$ cat src/rtl/iic_burst_ctrl.sv
// IIC transaction sequencer: expands one write/read request into the
// byte/condition command stream for iic_tim_gen, with NACK abort and delay.
module iic_burst_ctrl #(
  parameter int ADDR_BYTES_MAX = 2,
  parameter int DATA_BYTES_MAX = 4,
  parameter int DLY_W          = 32
) (
  input  logic                        i_sysclk,
  input  logic                        i_sysrst_n,
  input  logic                        wr_req,
  input  logic                        rd_req,
  input  logic [7:0]                  device_id,
  input  logic [8*ADDR_BYTES_MAX-1:0] addr,
  input  logic [2:0]                  addr_len,
  input  logic [4:0]                  data_len,
  input  logic [8*DATA_BYTES_MAX-1:0] wr_data,
  input  logic [DLY_W-1:0]            dly_cnt_max,
  output logic [8*DATA_BYTES_MAX-1:0] rd_data,
  output logic                        busy,
  output logic                        rw_done,
  output logic                        ack_err,
  output logic [5:0]                  eng_cmd,
  output logic [7:0]                  eng_tx_data,
  output logic                        eng_go,
  input  logic                        eng_done,
  input  logic                        eng_ack,
  input  logic [7:0]                  eng_rx_data
);

  localparam logic [5:0] C_WR   = 6'h01;
  localparam logic [5:0] C_STA  = 6'h02;
  localparam logic [5:0] C_RD   = 6'h04;
  localparam logic [5:0] C_STO  = 6'h08;
  localparam logic [5:0] C_ACK  = 6'h10;
  localparam logic [5:0] C_NACK = 6'h20;

  typedef enum logic [2:0] {
    S_IDLE,
    S_ISSUE,
    S_WAIT,
    S_ABORT,
    S_ABORT_WAIT,
    S_DELAY,
    S_DONE
  } state_t;

  // Which part of the byte stream the current byte belongs to.
  typedef enum logic [1:0] {
    P_ID,
    P_ADDR,
    P_RID,
    P_DATA
  } phase_t;

  state_t state, state_n, fin;
  phase_t phase, adv_phase;

  logic [4:0]                  idx, adv_idx;
  logic                        is_rd;
  logic [7:0]                  dev_q;
  logic [8*ADDR_BYTES_MAX-1:0] addr_q;
  logic [2:0]                  alen_q, alen_c;
  logic [4:0]                  dlen_q, dlen_c;
  logic [8*DATA_BYTES_MAX-1:0] wdata_q;
  logic [DLY_W-1:0]            dly_q, cnt;

  logic       accept, step, wr_dir, last_byte, nack;
  logic [7:0] abyte, wbyte;
  logic [5:0] issue_cmd;
  logic [7:0] issue_tx;

  assign accept = (state == S_IDLE) && (wr_req || rd_req);
  assign step   = (state == S_WAIT) && eng_done;

  always_comb begin
    alen_c = addr_len;
    if (addr_len > 3'(ADDR_BYTES_MAX)) alen_c = 3'(ADDR_BYTES_MAX);
    dlen_c = data_len;
    if (data_len == 5'd0) dlen_c = 5'd1;
    else if (data_len > 5'(DATA_BYTES_MAX)) dlen_c = 5'(DATA_BYTES_MAX);
  end

  assign wr_dir    = (phase != P_DATA) || !is_rd;
  assign last_byte = (phase == P_DATA) && (idx == dlen_q - 5'd1);
  assign nack      = wr_dir && eng_ack;
  assign fin       = (dly_q == '0) ? S_DONE : S_DELAY;

  always_comb begin
    abyte = '0;
    for (int i = 0; i < ADDR_BYTES_MAX; i++)
      if (idx == 5'(i)) abyte = addr_q[8*i +: 8];
  end

  always_comb begin
    wbyte = '0;
    for (int i = 0; i < DATA_BYTES_MAX; i++)
      if (idx == 5'(i)) wbyte = wdata_q[8*i +: 8];
  end

  always_comb begin
    issue_cmd = '0;
    issue_tx  = '0;
    unique case (phase)
      P_ID: begin
        issue_cmd = C_STA | C_WR;
        issue_tx  = dev_q & 8'hFE;
      end
      P_ADDR: begin
        issue_cmd = C_WR;
        issue_tx  = abyte;
      end
      P_RID: begin
        issue_cmd = C_STA | C_WR;
        issue_tx  = dev_q | 8'h01;
      end
      P_DATA: begin
        if (is_rd) begin
          issue_cmd = last_byte ? (C_RD | C_NACK | C_STO)
                                : (C_RD | C_ACK);
        end else begin
          issue_cmd = last_byte ? (C_WR | C_STO) : C_WR;
          issue_tx  = wbyte;
        end
      end
      default: ;
    endcase
  end

  // Address bytes go out MSB first, so idx counts down in P_ADDR.
  always_comb begin
    adv_phase = phase;
    adv_idx   = idx + 5'd1;
    unique case (phase)
      P_ID: begin
        if (alen_q != 3'd0) begin
          adv_phase = P_ADDR;
          adv_idx   = 5'(alen_q) - 5'd1;
        end else begin
          adv_phase = P_DATA;
          adv_idx   = '0;
        end
      end
      P_ADDR: begin
        if (idx != 5'd0) begin
          adv_idx = idx - 5'd1;
        end else begin
          adv_phase = is_rd ? P_RID : P_DATA;
          adv_idx   = '0;
        end
      end
      P_RID: begin
        adv_phase = P_DATA;
        adv_idx   = '0;
      end
      default: ;
    endcase
  end

  always_ff @(posedge i_sysclk or negedge i_sysrst_n) begin
    if (!i_sysrst_n) state <= S_IDLE;
    else             state <= state_n;
  end

  always_comb begin
    state_n = state;
    unique case (state)
      S_IDLE:  if (accept) state_n = S_ISSUE;
      S_ISSUE: state_n = S_WAIT;
      S_WAIT: begin
        if (eng_done) begin
          if (last_byte)  state_n = fin;
          else if (nack)  state_n = S_ABORT;
          else            state_n = S_ISSUE;
        end
      end
      S_ABORT:      state_n = S_ABORT_WAIT;
      S_ABORT_WAIT: if (eng_done) state_n = fin;
      S_DELAY:      if (cnt == dly_q) state_n = S_DONE;
      S_DONE:       state_n = S_IDLE;
      default:      state_n = S_IDLE;
    endcase
  end

  always_ff @(posedge i_sysclk or negedge i_sysrst_n) begin
    if (!i_sysrst_n) begin
      phase   <= P_ID;
      idx     <= '0;
      is_rd   <= 1'b0;
      dev_q   <= '0;
      addr_q  <= '0;
      alen_q  <= '0;
      dlen_q  <= 5'd1;
      wdata_q <= '0;
      dly_q   <= '0;
      cnt     <= '0;
      ack_err <= 1'b0;
      rd_data <= '0;
    end else begin
      if (accept) begin
        is_rd   <= !wr_req;
        dev_q   <= device_id;
        addr_q  <= addr;
        alen_q  <= alen_c;
        dlen_q  <= dlen_c;
        wdata_q <= wr_data;
        dly_q   <= dly_cnt_max;
        ack_err <= 1'b0;
        idx     <= '0;
        phase   <= (!wr_req && alen_c == 3'd0) ? P_RID : P_ID;
      end
      if (step) begin
        if (nack) ack_err <= 1'b1;
        if (state_n == S_ISSUE) begin
          phase <= adv_phase;
          idx   <= adv_idx;
        end
        for (int i = 0; i < DATA_BYTES_MAX; i++)
          if (is_rd && phase == P_DATA && idx == 5'(i))
            rd_data[8*i +: 8] <= eng_rx_data;
      end
      if (state_n == S_DELAY && state != S_DELAY)
        cnt <= DLY_W'(1);
      else if (state == S_DELAY)
        cnt <= cnt + DLY_W'(1);
    end
  end

  assign busy    = (state != S_IDLE) && (state != S_DONE);
  assign rw_done = (state == S_DONE);
  assign eng_go  = (state == S_ISSUE) || (state == S_ABORT);

  always_comb begin
    eng_cmd     = '0;
    eng_tx_data = '0;
    if (state == S_ISSUE) begin
      eng_cmd     = issue_cmd;
      eng_tx_data = issue_tx;
    end else if (state == S_ABORT) begin
      eng_cmd = C_STO;
    end
  end

endmodule

$ cat config.mk
export PLATFORM = sky130hd
export DESIGN_NAME = iic_burst_ctrl
export DESIGN_NICKNAME = d
export VERILOG_FILES = /design/src/rtl/iic_burst_ctrl.sv
export SDC_FILE = /design/constraint.sdc
export NUM_CORES = 1
export LEC_CHECK = 0
export CAP_MARGIN = 20
export CORE_MARGIN = 4
export CORE_UTILIZATION = 50
export CTS_CLUSTER_SIZE = 30
export DETAILED_ROUTE_END_ITERATION = 12
export PLACE_DENSITY = 0.79
export SYNTH_ARGS = -nofsm -noshare
export SYNTH_HDL_FRONTEND = slang
export SYNTH_SLANG_ARGS = --single-unit
$ cat constraint.sdc
create_clock -name i_sysclk -period 3.92 [get_ports i_sysclk]
set_input_delay 1.176 -clock i_sysclk [delete_from_list [all_inputs] [get_ports i_sysclk]]
set_output_delay 1.176 -clock i_sysclk [all_outputs]
set_load 0.05 [all_outputs]
# [Word level (Yosys, flattened, before mapping)]
# Cells that the tools add are included.
# W data, S select, Z words.
[classes] reduce_logical=33 n_addsub=5 mux=45 eq_ne=21 magnitude_cmp=2
[op_table] cell="$mux W32" count=2
[op_table] cell="$mux W8" count=8
[op_table] cell="$mux W5" count=7
[op_table] cell="$add A32 B1 Y32 const B" count=1
[op_table] cell="$eq A32 B32 Y1" count=1
[op_table] cell="$logic_not A32 Y1" count=1
[op_table] cell="$pmux W8 S4" count=1
[op_table] cell="$mux W3" count=6
[op_table] cell="$mux W6" count=3
[op_table] cell="$pmux W3 S6" count=1
[op_table] cell="$pmux W6 S3" count=1
[op_table] cell="$mux W2" count=8
[op_table] cell="$pmux W5 S3" count=1
[op_table] cell="$eq A3 B3 Y1 const B" count=4
[op_table] cell="$logic_and A1 B1 Y1" count=12
[op_table] cell="$eq A5 B2 Y1 const B" count=2
[op_table] cell="$logic_not A5 Y1" count=2
[op_table] cell="$reduce_and A2 Y1" count=5
[op_table] cell="$sub A5 B1 Y5 const B" count=2
[op_table] cell="$mux W4" count=2
[op_table] cell="$eq A3 B1 Y1 const B" count=2
[op_table] cell="$eq A3 B2 Y1 const B" count=2
[op_table] cell="$logic_not A3 Y1" count=2
[op_table] cell="$ne A3 B3 Y1 const B" count=2
[op_table] cell="other kinds (20)" count=28
[word_totals] input_bits=110 regBits=172

# [Depth between registers and ports, before layout]
# Gate-level depths: netlist of the first run.
[depth] word_depth=10 ltp_mapped=10 depth_no_buf=8

# [Least setup slack after synthesis of the first run]
# Ideal clock, no wire load.
[synth_path] kind="register to output" from="reg idx[0]" to="out eng_tx_data[0]" slack_ns=-0.251 path_stages_with_launch=10 arrival_time_ns=2.995 path_buffers=2 path_cell_list="dfrtp_1 -> inv_1 -> ha_1 -> or4b_1 -> buf_2 -> nor2_4 -> buf_6 -> a22o_1 -> a21oi_1 -> o32ai_1"
[synth_via] elab_chain_cells=8 elab_cells_between_ends=13 classes_between="eq/ne (3); mux (9); reduce/logical (1)"
[synth_rtl] element="start, declared" line="58" source="logic [4:0] idx, adv_idx;"
[synth_rtl] element="start signal, assigned" line="215" source="idx <= adv_idx;"
[synth_rtl] element="$logic_not A5 Y1" line="91, 97"
[synth_rtl] element="$mux W8 (4 in a row)" line="97" source="if (idx == 5'(i)) wbyte = wdata_q[8*i +: 8];"
[synth_rtl] element="$mux W8" line="117" source="if (is_rd) begin"
[synth_rtl] element="$pmux W8 S4 (*)" line="103" source="unique case (phase)"
[synth_rtl] element="$mux W8 (*)" line="235" source="if (state == S_ISSUE) begin"
[synth_rtl] element="end, declared" line="23" source="output logic [7:0] eng_tx_data,"
# Every way passes the cells marked *; elsewhere a longest branch is shown, timed or not.

# [Worst setup path after layout of the first run]
[layout_path] from="reg idx[1]" to="out eng_tx_data[6]"
# The elaborated chain is that of the path after synthesis.

==> metrics.txt, run 1 <==
synthesized netlist cell count=930; Bufs on Longest Clock Path=2; Final Hold Vio Count=0; Avg Inst Size Synth=9.21 sq um; largest net degree at the start of global routing=78; TritonCTS buffer count=17; Routed Antenna Nets=0; wire length of the first global-routing pass=36.2 mm; CP max stage delay=0.52 ns; CTS tree=done; Reg clk slew, reported paths=0.06 ns; grt ovf=0; vias in the first global route=7,229; initial antenna violation count=0; max cap viols=0; total power=8160 uW; Multi-input gate area=4110 sq um; Hold Path Class=reg2reg; critical path arrival=2.67 ns; Primary FF master, synth=dfrtp_1; CTS root buf=clkbuf_16; DRT iter0 DRCs=653; static leakage=0.00496 uW; RSZ-0062 raised after global routing=true; starting density of the core=0.513; area leader, netlist=dfrtp_1; Synth Cell Area=8570 sq um; Post-Syn Nets=1,053; top post-synthesis cells by count=nand2_1 (316), dfrtp_1 (170), o21ai_0 (42); final setup vio count=0; fin crit share=0.981; Final Max Slew Viols=0; Yosys warning total=0; Filler cells=1,312; Worst Setup End Kind=output pin; Yosys top cell area share=0.496; Pint=4840 uW; Post-synth EDFFs=0; drt total wl=22.1 mm; Cells after DPL=1,278; Worst Skew=0.00701 ns; critical path peak fanout=5; sequential cell area=4280 sq um; vias per inst=5.53; synth unique cells=73; residual DRC count=0; clk_lat worst skew=0.43 ns; placed instance area=10,400 sq um; Die H=139 um; n_diodes=0; count leader, synth=nand2_1; Comb pwr share=0.411; Worst path slowest cell=or4b_4; ys async rst share=1.00; Achievable Freq=0.260 GHz; sequential share of power=0.380; via count=7,263; Die Wd=139 um; Nets=1,203; top cells by area, synth=dfrtp_1 (50%), nand2_1 (14%), mux2_2 (4.3%); Worst EP required=2.74 ns; CP startpoint kind=register; Clk pwr share=0.208; fraction of layout cells with a size suffix above 1=0.133; #FFs+latches synth=171; Row Count=47; VDD IR max=428 uV; I/O Buffers=158; H-tree depth=4; hpwl dp=15.5 mm; final critical-path required period=3.84 ns; core area=16,700 sq um; Syn-to-layout area delta=30.1%; cells along the critical path=inv_2 > ha_4 > or4b_4 > nor2_4 > a222oi_1 > nor3_1 > a21oi_1 > o221ai_1 > buf_12; GP Congestion=0.903; drt pass-1 iters=7; IO Count=160; status=completed; pwr dens=732 nW/um^2; slew of the pin with the lowest slew margin=0.780 ns; hold-fix buffers at CTS=0; worst rel slew slack=0.476; Total GRT Usage=0.230; NetSw=3320 uW; WL/cell=16.8 um; sw frac=0.407; Die ar.=19,300 sq um; Finished Cell Area=11,100 sq um; post-synthesis sequential area ratio=0.500; Setup Crit Path Kind=reg2out; Non-Filler Instances=1,313; CTS sink count=171
==> final cells by class <==
type	count	share of cell area
clock buffers	26	0.0466
clock inverters	6	0.00741
inverters	14	0.00471
multi-input cells	699	0.369
flip-flops and latches	171	0.384
well taps	220	0.0247
repair buffers	177	0.164
==> cells in the final DEF, fill, tap and decap left out, types with 16 or more instances in the layout <==
master	Yosys	final
o21ai_0	42	42
dfrtp_1	170	169
clkbuf_16	0	17
nand2_1	316	315
nor2_1	26	26
a21oi_1	20	19
xnor2_1	36	36
clkdlybuf4s50_1	0	146
nand3_1	21	21
nand2b_1	16	16
buf_4	2	18
nor3_1	17	16
nand4_1	16	16
mux2_2	33	33
==> registers in the layout, summed over array words and instances, names as in the netlist <==
| name | count |
|---|---|
| ack_err | 1 |
| addr_q | 16 |
| alen_q | 3 |
| cnt | 32 |
| dev_q | 7 |
| dlen_q | 5 |
| dly_q | 32 |
| idx | 5 |
| is_rd | 1 |
| phase | 2 |
| rd_data | 32 |
| state | 3 |
| wdata_q | 32 |
==> power groups by stage <==
| stage | registers, uW | logic, uW | clock network (uW) |
|---|---|---|---|
| floorplan | 3000 | 2270 | 0 |
| global placement | 3090 | 3160 | 0 |
| detailed placement | 3110 | 3220 | 0 |
| CTS | 3100 | 3310 | 1720 |
| global route | 3200 | 3720 | 1800 |
| finish | 3100 | 3360 | 1700 |
==> logic make-up (layout without fill, tap and decap cells) <==
group | Yosys count | in the layout | synth area share
AND/OR/NAND/NOR | 483 | 484 | 0.257
flip-flops | 171 | 171 | 0.500
AO/OA/AOI/OAI | 126 | 126 | 0.104
buffers and inverters | 61 | 223 | 0.0326
XOR/XNOR | 41 | 41 | 0.0419
multiplexers | 35 | 35 | 0.0457
adder cells (fa/ha/maj) | 13 | 13 | 0.0190
==> metrics by stage <==
stage	hold WS, ns	TNS [ns]	setup slack [ns]	utilization
floorplan	0.446	-0.251	-0.251	-
global placement	0.458	0	0.373	0.626
detailed placement	0.463	0	0.344	0.626
CTS	0.479	0	0.00218	0.664
global route	0.496	-0.0417	-0.0155	0.668
finish	0.477	0	0.0760	0.668
==> critical path, delay by kind of cell, from the launching register on <==
family,cells,cell delay (ns)
buffers and inverters,2,0.27
AND/OR/NAND/NOR,3,0.91
AO/OA/AOI/OAI,3,0.55
flip-flops,1,0.38
adder cells (fa/ha/maj),1,0.14
==> metal layers <==
metal	GRT usage	part of all wire
met5	0	0
met2	0.373	0.48
met4	0.0592	0.013
met3	0.0524	0.071
met1	0.315	0.44
==> timing repair <==
item | CTS | global route
setup endpoints to repair | 9 | 8
resized for setup | 8 | 12
pin swaps | 4 | 6
buffers inserted | 0 | 2
endpoints found under the hold margin | 0 | 0
gates cloned | 1 | 0
==> path summary, 6_finish.rpt <==
kind,from,slack [ns],endpoint,cells after the start
min in group asynchronous,i_sysrst_n,0.72,dev_q[3],1
max in group asynchronous,i_sysrst_n,2.40,dlen_q[0],2
hold reg to reg,addr_q[13],0.48,addr_q[13],2
setup reg to reg,dly_q[29],1.34,cnt[17],7
hold / removal,addr_q[13],0.48,addr_q[13],2
setup / recovery,idx[1],0.08,eng_tx_data[6],9
(Power assumes the default switching activity.)
==> run 2: changes to the inputs <==
--- a/config.mk
+++ b/config.mk
@@ -9,4 +9,5 @@
 export CORE_MARGIN = 4
 export CORE_UTILIZATION = 50
+export CTS_CLUSTER_DIAMETER = 30
 export CTS_CLUSTER_SIZE = 30
 export DETAILED_ROUTE_END_ITERATION = 12
==> constraint.sdc (replaced) <==
create_clock -name i_sysclk -period 3.92 [get_ports i_sysclk]
set_input_delay 0.392 -clock i_sysclk [delete_from_list [all_inputs] [get_ports i_sysclk]]
set_output_delay 0.392 -clock i_sysclk [all_outputs]
set_load 0.05 [all_outputs]
==> run 2 against run 1 <==
Compared with the run above: final area is 1.9% lower; sequential power hardly changed; fmax is 5.7% higher; via count is 0.50% lower; sequential share of layout area is 0.74 points higher; core utilization is 1.3 points lower; final cell count is 1.1% lower; critical path depth is 1 lower; global-route usage is 0.45 points lower; count of clock-buffer cells in the layout is 8 lower; critical path type unchanged; largest power group unchanged.
==> metrics.txt, run 2 (synthesis results as in run 1) <==
status=completed (unchanged); Top Family by Delay on Critical Path=simple AND/OR/NAND/NOR gates (unchanged); Worst Setup End Kind=output pin (unchanged); most common cell after layout, fill and taps aside=nand2_1 (unchanged); Bufs on Longest Clock Path=2 (unchanged); Row Count=47 (unchanged); Total GRT Usage=0.225 (was 0.230); pwr dens=737 nW/um^2 (was 732 nW/um^2); Syn-to-layout area delta=27.6% (was 30.1%); Worst Skew=0.00720 ns (was 0.00701 ns); Post-Route Utilization=0.655 (was 0.668); CTS sink count=171 (unchanged); H-tree depth=4 (unchanged); static leakage=0.00487 uW (was 0.00496 uW); CP Buf/Inv Count=2 (unchanged); I/O Buffers=158 (unchanged); placed instance area=10,300 sq um (was 10,400 sq um); Achievable Freq=0.275 GHz (was 0.260 GHz); vias in the first global route=7,149 (was 7,229); fraction of layout cells with a size suffix above 1=0.105 (was 0.133); DRT iter0 DRCs=653 (unchanged); Setup Crit Path Kind=reg2out (unchanged); Finished Cell Area=10,900 sq um (was 11,100 sq um); n_diodes=0 (unchanged); most frequent cells in the layout=nand2_1 (316), dfrtp_1 (170), clkdlybuf4s50_1 (149), o21ai_0 (42), xnor2_1 (36) (was nand2_1 (315), dfrtp_1 (169), clkdlybuf4s50_1 (146), o21ai_0 (42), xnor2_1 (36)); RSZ-0062 raised after global routing=false (was true); Hold Path Class=in2async (was reg2reg); TNS Setup=0 ns (unchanged); hold_ws=0.0299 ns (was 0.477 ns); # resized after CTS=0 (was 8); Final Max Slew Viols=0 (unchanged); Worst path slowest cell=or4b_1 (was or4b_4); wire length of the first global-routing pass=35.7 mm (was 36.2 mm); reg2reg setup slack=1.23 ns (was 1.34 ns); final setup vio count=0 (unchanged); residual DRC count=0 (unchanged); initial antenna violation count=0 (unchanged); hpwl dp=15.4 mm (was 15.5 mm); IO Count=160 (unchanged); Final Hold Vio Count=0 (unchanged); hold-fix buffers at CTS=0 (unchanged); max cap viols=0 (unchanged); Reg2Reg Depth=6 (was 7); Reg clk slew, reported paths=0.06 ns (about the same); fin crit share=0.928 (was 0.981); Die ar.=19,300 sq um (unchanged); CTS root buf=clkbuf_16 (unchanged); worst rel slew slack=0.370 (was 0.476); via count=7,227 (was 7,263); grt ovf=0 (unchanged); CTS tree=done (unchanged); critical path arrival=3.25 ns (was 2.67 ns); worst r2r src=state[0] (was dly_q[29]); slew of the pin with the lowest slew margin=0.945 ns (was 0.780 ns); vias per inst=5.56 (was 5.53); Nets=1,189 (was 1,203); Die Wd=139 um (unchanged); GP Congestion=0.867 (was 0.903); largest net degree at the start of global routing=103 (was 78); Reg-to-Reg End=cnt[30] (was cnt[17]); critical path peak fanout=16 (was 5); final critical-path required period=3.64 ns (was 3.84 ns); clk_lat worst skew=0.43 ns (about the same); WL/cell=16.7 um (was 16.8 um); drt pass-1 iters=7 (unchanged); CP startpoint kind=register (unchanged); TritonCTS buffer count=17 (unchanged); VDD IR max=414 uV (was 428 uV); Routed Antenna Nets=0 (unchanged); postcts setup bufs=0 (unchanged); core area=16,700 sq um (unchanged); starting density of the core=0.513 (unchanged); Worst EP required=3.53 ns (was 2.74 ns); drt total wl=21.7 mm (was 22.1 mm); Die H=139 um (unchanged); total power=8060 uW (was 8160 uW); CP max stage delay=0.61 ns (was 0.52 ns); cells along the critical path=inv_1 > ha_1 > or4b_1 > nor2_4 > a22o_1 > a21oi_1 > o32ai_1 > buf_12 (was inv_2 > ha_4 > or4b_4 > nor2_4 > a222oi_1 > nor3_1 > a21oi_1 > o221ai_1 > buf_12)
## run 2: cell types whose count changed in the layout (fill, tap and decap cells not counted), sizes merged
cell / change
buf: -15
bufinv: +2
clkbuf: -8
clkdlybuf4s50: +3
clkinv: +3
clkinvlp: +1
dlygate4sd2: -1
inv: +2
nor2: -1
## run 2: worst register-to-register path, delay by kind of cell, from the launching register on
kind | cells | cell delay, ns
simple gates | 5 | 2.04
compound gates | 1 | 0.06
flops | 1 | 0.52
## run 2: final cells by class
type / instances / area [sq um]
Timing Repair Buffer: 164 / 1680
Fill cell: 1334 / 5770
Multi-Input combinational cell: 698 / 4020
Sequential cell: 171 / 4280
Inverter: 14 / 52.6
Clock inverter: 14 / 194
Clock buffer: 18 / 429
Tap cell: 220 / 275
## run 2: power breakdown
group          internal (uW)  switching (uW)
sequential              2440             693
combinational           1250            1890
clock                   1070             720
total                   4760            3300
## run 2: layer usage
layer / wire length, um / GRT usage
met5: 0 / 0
met4: 393 / 0.0736
met3: 1280 / 0.0448
met2: 10300 / 0.355
met1: 9750 / 0.315
## run 2: metrics by stage
| step | setup slack [ns] | cells |
|---|---|---|
| 2_1_floorplan | 0.533 | 930 |
| 3_3_place_gp | 0.801 | 1267 |
| 3_5_place_dp | 0.729 | 1267 |
| 4_1_cts | 0.269 | 1299 |
| 5_1_grt | 0.0910 | 1299 |
| 6_report | 0.283 | 1299 |
## run 2: worst max path at each step
stage | start | endpoint | slack (ns) | cells past startpoint
2_1_floorplan | idx[0] | eng_tx_data[0] | 0.53 | 9
3_3_place_gp | idx[0] | eng_tx_data[0] | 0.80 | 8
3_5_place_dp | idx[0] | eng_tx_data[6] | 0.73 | 9
4_1_cts | idx[0] | eng_tx_data[4] | 0.27 | 9
5_1_grt | idx[1] | eng_tx_data[5] | 0.09 | 9
6_report | idx[0] | eng_tx_data[0] | 0.28 | 8
==> run 3: changes to the inputs <==
CELL_PAD_IN_SITES_DETAIL_PLACEMENT = 1   (was not set)
CELL_PAD_IN_SITES_GLOBAL_PLACEMENT = 1   (was not set)
CORE_UTILIZATION = 40   (was 50)
PLACE_DENSITY = 0.83   (was 0.79)
==> run 3 against run 2 <==
Compared with the run above: die area grew 23%; register-to-register slack lost 0.20 ns; critical path depth grew 2; final area grew 1.2%; first-iteration DRC count shrank 29%; core utilization shrank 13 points; critical path type unchanged; largest power group unchanged; highest routed layer unchanged.
==> metrics.txt, run 3 (synthesis results as in run 1) <==
Worst Skew=0.0138 ns (was 0.00720 ns); # resized after CTS=0 (unchanged); sequential cell area=4280 sq um (unchanged); status=completed (unchanged); IO Count=160 (unchanged); Clk pwr share=0.208 (was 0.222); worst rel slew slack=0.377 (was 0.370); Nets=1,194 (was 1,189); critical path arrival=3.23 ns (was 3.25 ns); Final Hold Vio Count=0 (unchanged); vias per inst=5.44 (was 5.56); CTS sink count=171 (unchanged); Hold Path Class=in2async (unchanged); wire length of the first global-routing pass=42.3 mm (was 35.7 mm); Finished Cell Area=11,100 sq um (was 10,900 sq um); Syn-to-layout area delta=29.1% (was 27.6%); Post-Route Utilization=0.526 (was 0.655); core area=21,000 sq um (was 16,700 sq um); Die H=154 um (was 139 um); Setup Crit Path Kind=reg2out (unchanged); I/O Buffers=158 (unchanged); Multi-input gate area=4030 sq um (was 4020 sq um); most frequent cells in the layout=nand2_1 (316), dfrtp_1 (170), clkdlybuf4s50_1 (149), o21ai_0 (42), xnor2_1 (36) (unchanged); TritonCTS buffer count=17 (unchanged); fin crit share=0.924 (was 0.928); sw frac=0.432 (was 0.410); clk_lat worst skew=0.44 ns (was 0.43 ns); Die Wd=154 um (was 139 um); most common cell after layout, fill and taps aside=nand2_1 (unchanged); GP Congestion=0.950 (was 0.867); reg2reg setup slack=1.03 ns (was 1.23 ns); via count=7,399 (was 7,227); critical path peak fanout=13 (was 16); Final Max Slew Viols=0 (unchanged); Die ar.=23,800 sq um (was 19,300 sq um); Total GRT Usage=0.222 (was 0.225); Bufs on Longest Clock Path=2 (unchanged); WL/cell=19.4 um (was 16.7 um); DRT iter0 DRCs=461 (was 653); largest net degree at the start of global routing=96 (was 103); H-tree depth=4 (unchanged); drt pass-1 iters=6 (was 7); postcts setup bufs=0 (unchanged); Row Count=53 (was 47); max cap viols=0 (unchanged); CP startpoint kind=register (unchanged); Pint=4700 uW (was 4760 uW); NetSw=3580 uW (was 3300 uW); initial antenna violation count=0 (unchanged); starting density of the core=0.408 (was 0.513); Filler cells=2,360 (was 1,334); Reg-to-Reg End=cnt[18] (was cnt[30]); TNS Setup=0 ns (unchanged); RSZ-0062 raised after global routing=false (unchanged); Worst EP required=3.53 ns (about the same); residual DRC count=0 (unchanged); Setup WS post-layout=0.299 ns (was 0.283 ns); final setup vio count=0 (unchanged); sequential share of power=0.380 (was 0.388); vias in the first global route=7,939 (was 7,149); CTS tree=done (unchanged); static leakage=0.00489 uW (was 0.00487 uW); pwr dens=748 nW/um^2 (was 737 nW/um^2); drt total wl=26.3 mm (was 21.7 mm); fraction of layout cells with a size suffix above 1=0.110 (was 0.105); Comb pwr share=0.412 (was 0.390); hold-fix buffers at CTS=0 (unchanged); hpwl dp=18.4 mm (was 15.4 mm); worst r2r src=dly_q[0] (was state[0]); final critical-path required period=3.62 ns (was 3.64 ns); Worst Setup End Kind=output pin (unchanged); Achievable Freq=0.276 GHz (was 0.275 GHz); slew of the pin with the lowest slew margin=0.934 ns (was 0.945 ns); Reg clk slew, reported paths=0.07 ns (was 0.06 ns); VDD IR max=355 uV (was 414 uV); CTS root buf=clkbuf_16 (unchanged); Reg2Reg Depth=7 (was 6); grt ovf=0 (unchanged); placed instance area=10,400 sq um (was 10,300 sq um); n_diodes=0 (unchanged); Routed Antenna Nets=0 (unchanged); dpl ws=0.614 ns (was 0.729 ns)
run 3: changes by cell type in the layout (fill, tap and decap cells not counted):
cell	before	now
clkbuf_8	0	1
buf_12	6	10
bufinv_16	4	1
inv_8	0	3
clkinv_2	3	1
buf_4	8	9
clkbuf_1	1	0
clkinv_8	0	1
o21a_4	0	1
clkinvlp_4	2	3
inv_6	2	4
o21a_2	1	0
clkinv_4	3	1
run 3: routing by layer:
| layer | global-route usage | wire length [um] | vias up |
|---|---|---|---|
| met5 | 0 | 0 | - |
| met4 | 0.0643 | 510 | 0 |
| met3 | 0.0436 | 1150 | 38 |
| met2 | 0.382 | 13300 | 184 |
| met1 | 0.285 | 11300 | 3731 |
| li1 | - | - | 3446 |
run 3: layout make-up:
class                   count  share of cell area
flip-flops and latches    171               0.387
multi-input cells         698               0.364
repair buffers            169               0.160
clock buffers              18              0.0397
well taps                 275              0.0311
clock inverters            14              0.0137
inverters                  14             0.00475
run 3: through the flow:
step / hold WS (ns) / cells / total power [uW]
after floorplan: 0.0964 / 930 / 5270
after global placement: 0.458 / 1324 / 6260
after detailed placement: 0.463 / 1324 / 6420
after CTS: 0.107 / 1356 / 8230
after global routing: 0.140 / 1359 / 8830
final: 0.0679 / 1359 / 8280
run 3: power groups by stage:
| stage | clock network [uW] | registers, uW | logic, uW |
|---|---|---|---|
| after global routing | 1820 | 3240 | 3780 |
| after floorplan | 0 | 3000 | 2270 |
| final | 1720 | 3150 | 3410 |
| after CTS | 1750 | 3140 | 3340 |
| after global placement | 0 | 3110 | 3150 |
| after detailed placement | 0 | 3150 | 3280 |
run 3: worst max path at each step:
stage / start / end / cells past startpoint
after floorplan: idx[0] / eng_tx_data[0] / 9
after global placement: idx[0] / eng_tx_data[2] / 9
after detailed placement: idx[0] / eng_tx_data[2] / 9
after CTS: idx[0] / eng_tx_data[2] / 9
after global routing: idx[0] / eng_tx_data[2] / 10
final: idx[0] / eng_tx_data[5] / 10
run 3: critical path, stage by stage (launching register included):
cell and delay (ns):
dfrtp_1 0.48, inv_1 0.13, ha_1 0.21, or4b_1 0.63
nor2_4 0.19, buf_12 0.15, a222oi_1 0.10, nor3_1 0.25
a21oi_1 0.10, o221ai_1 0.36, buf_12 0.19
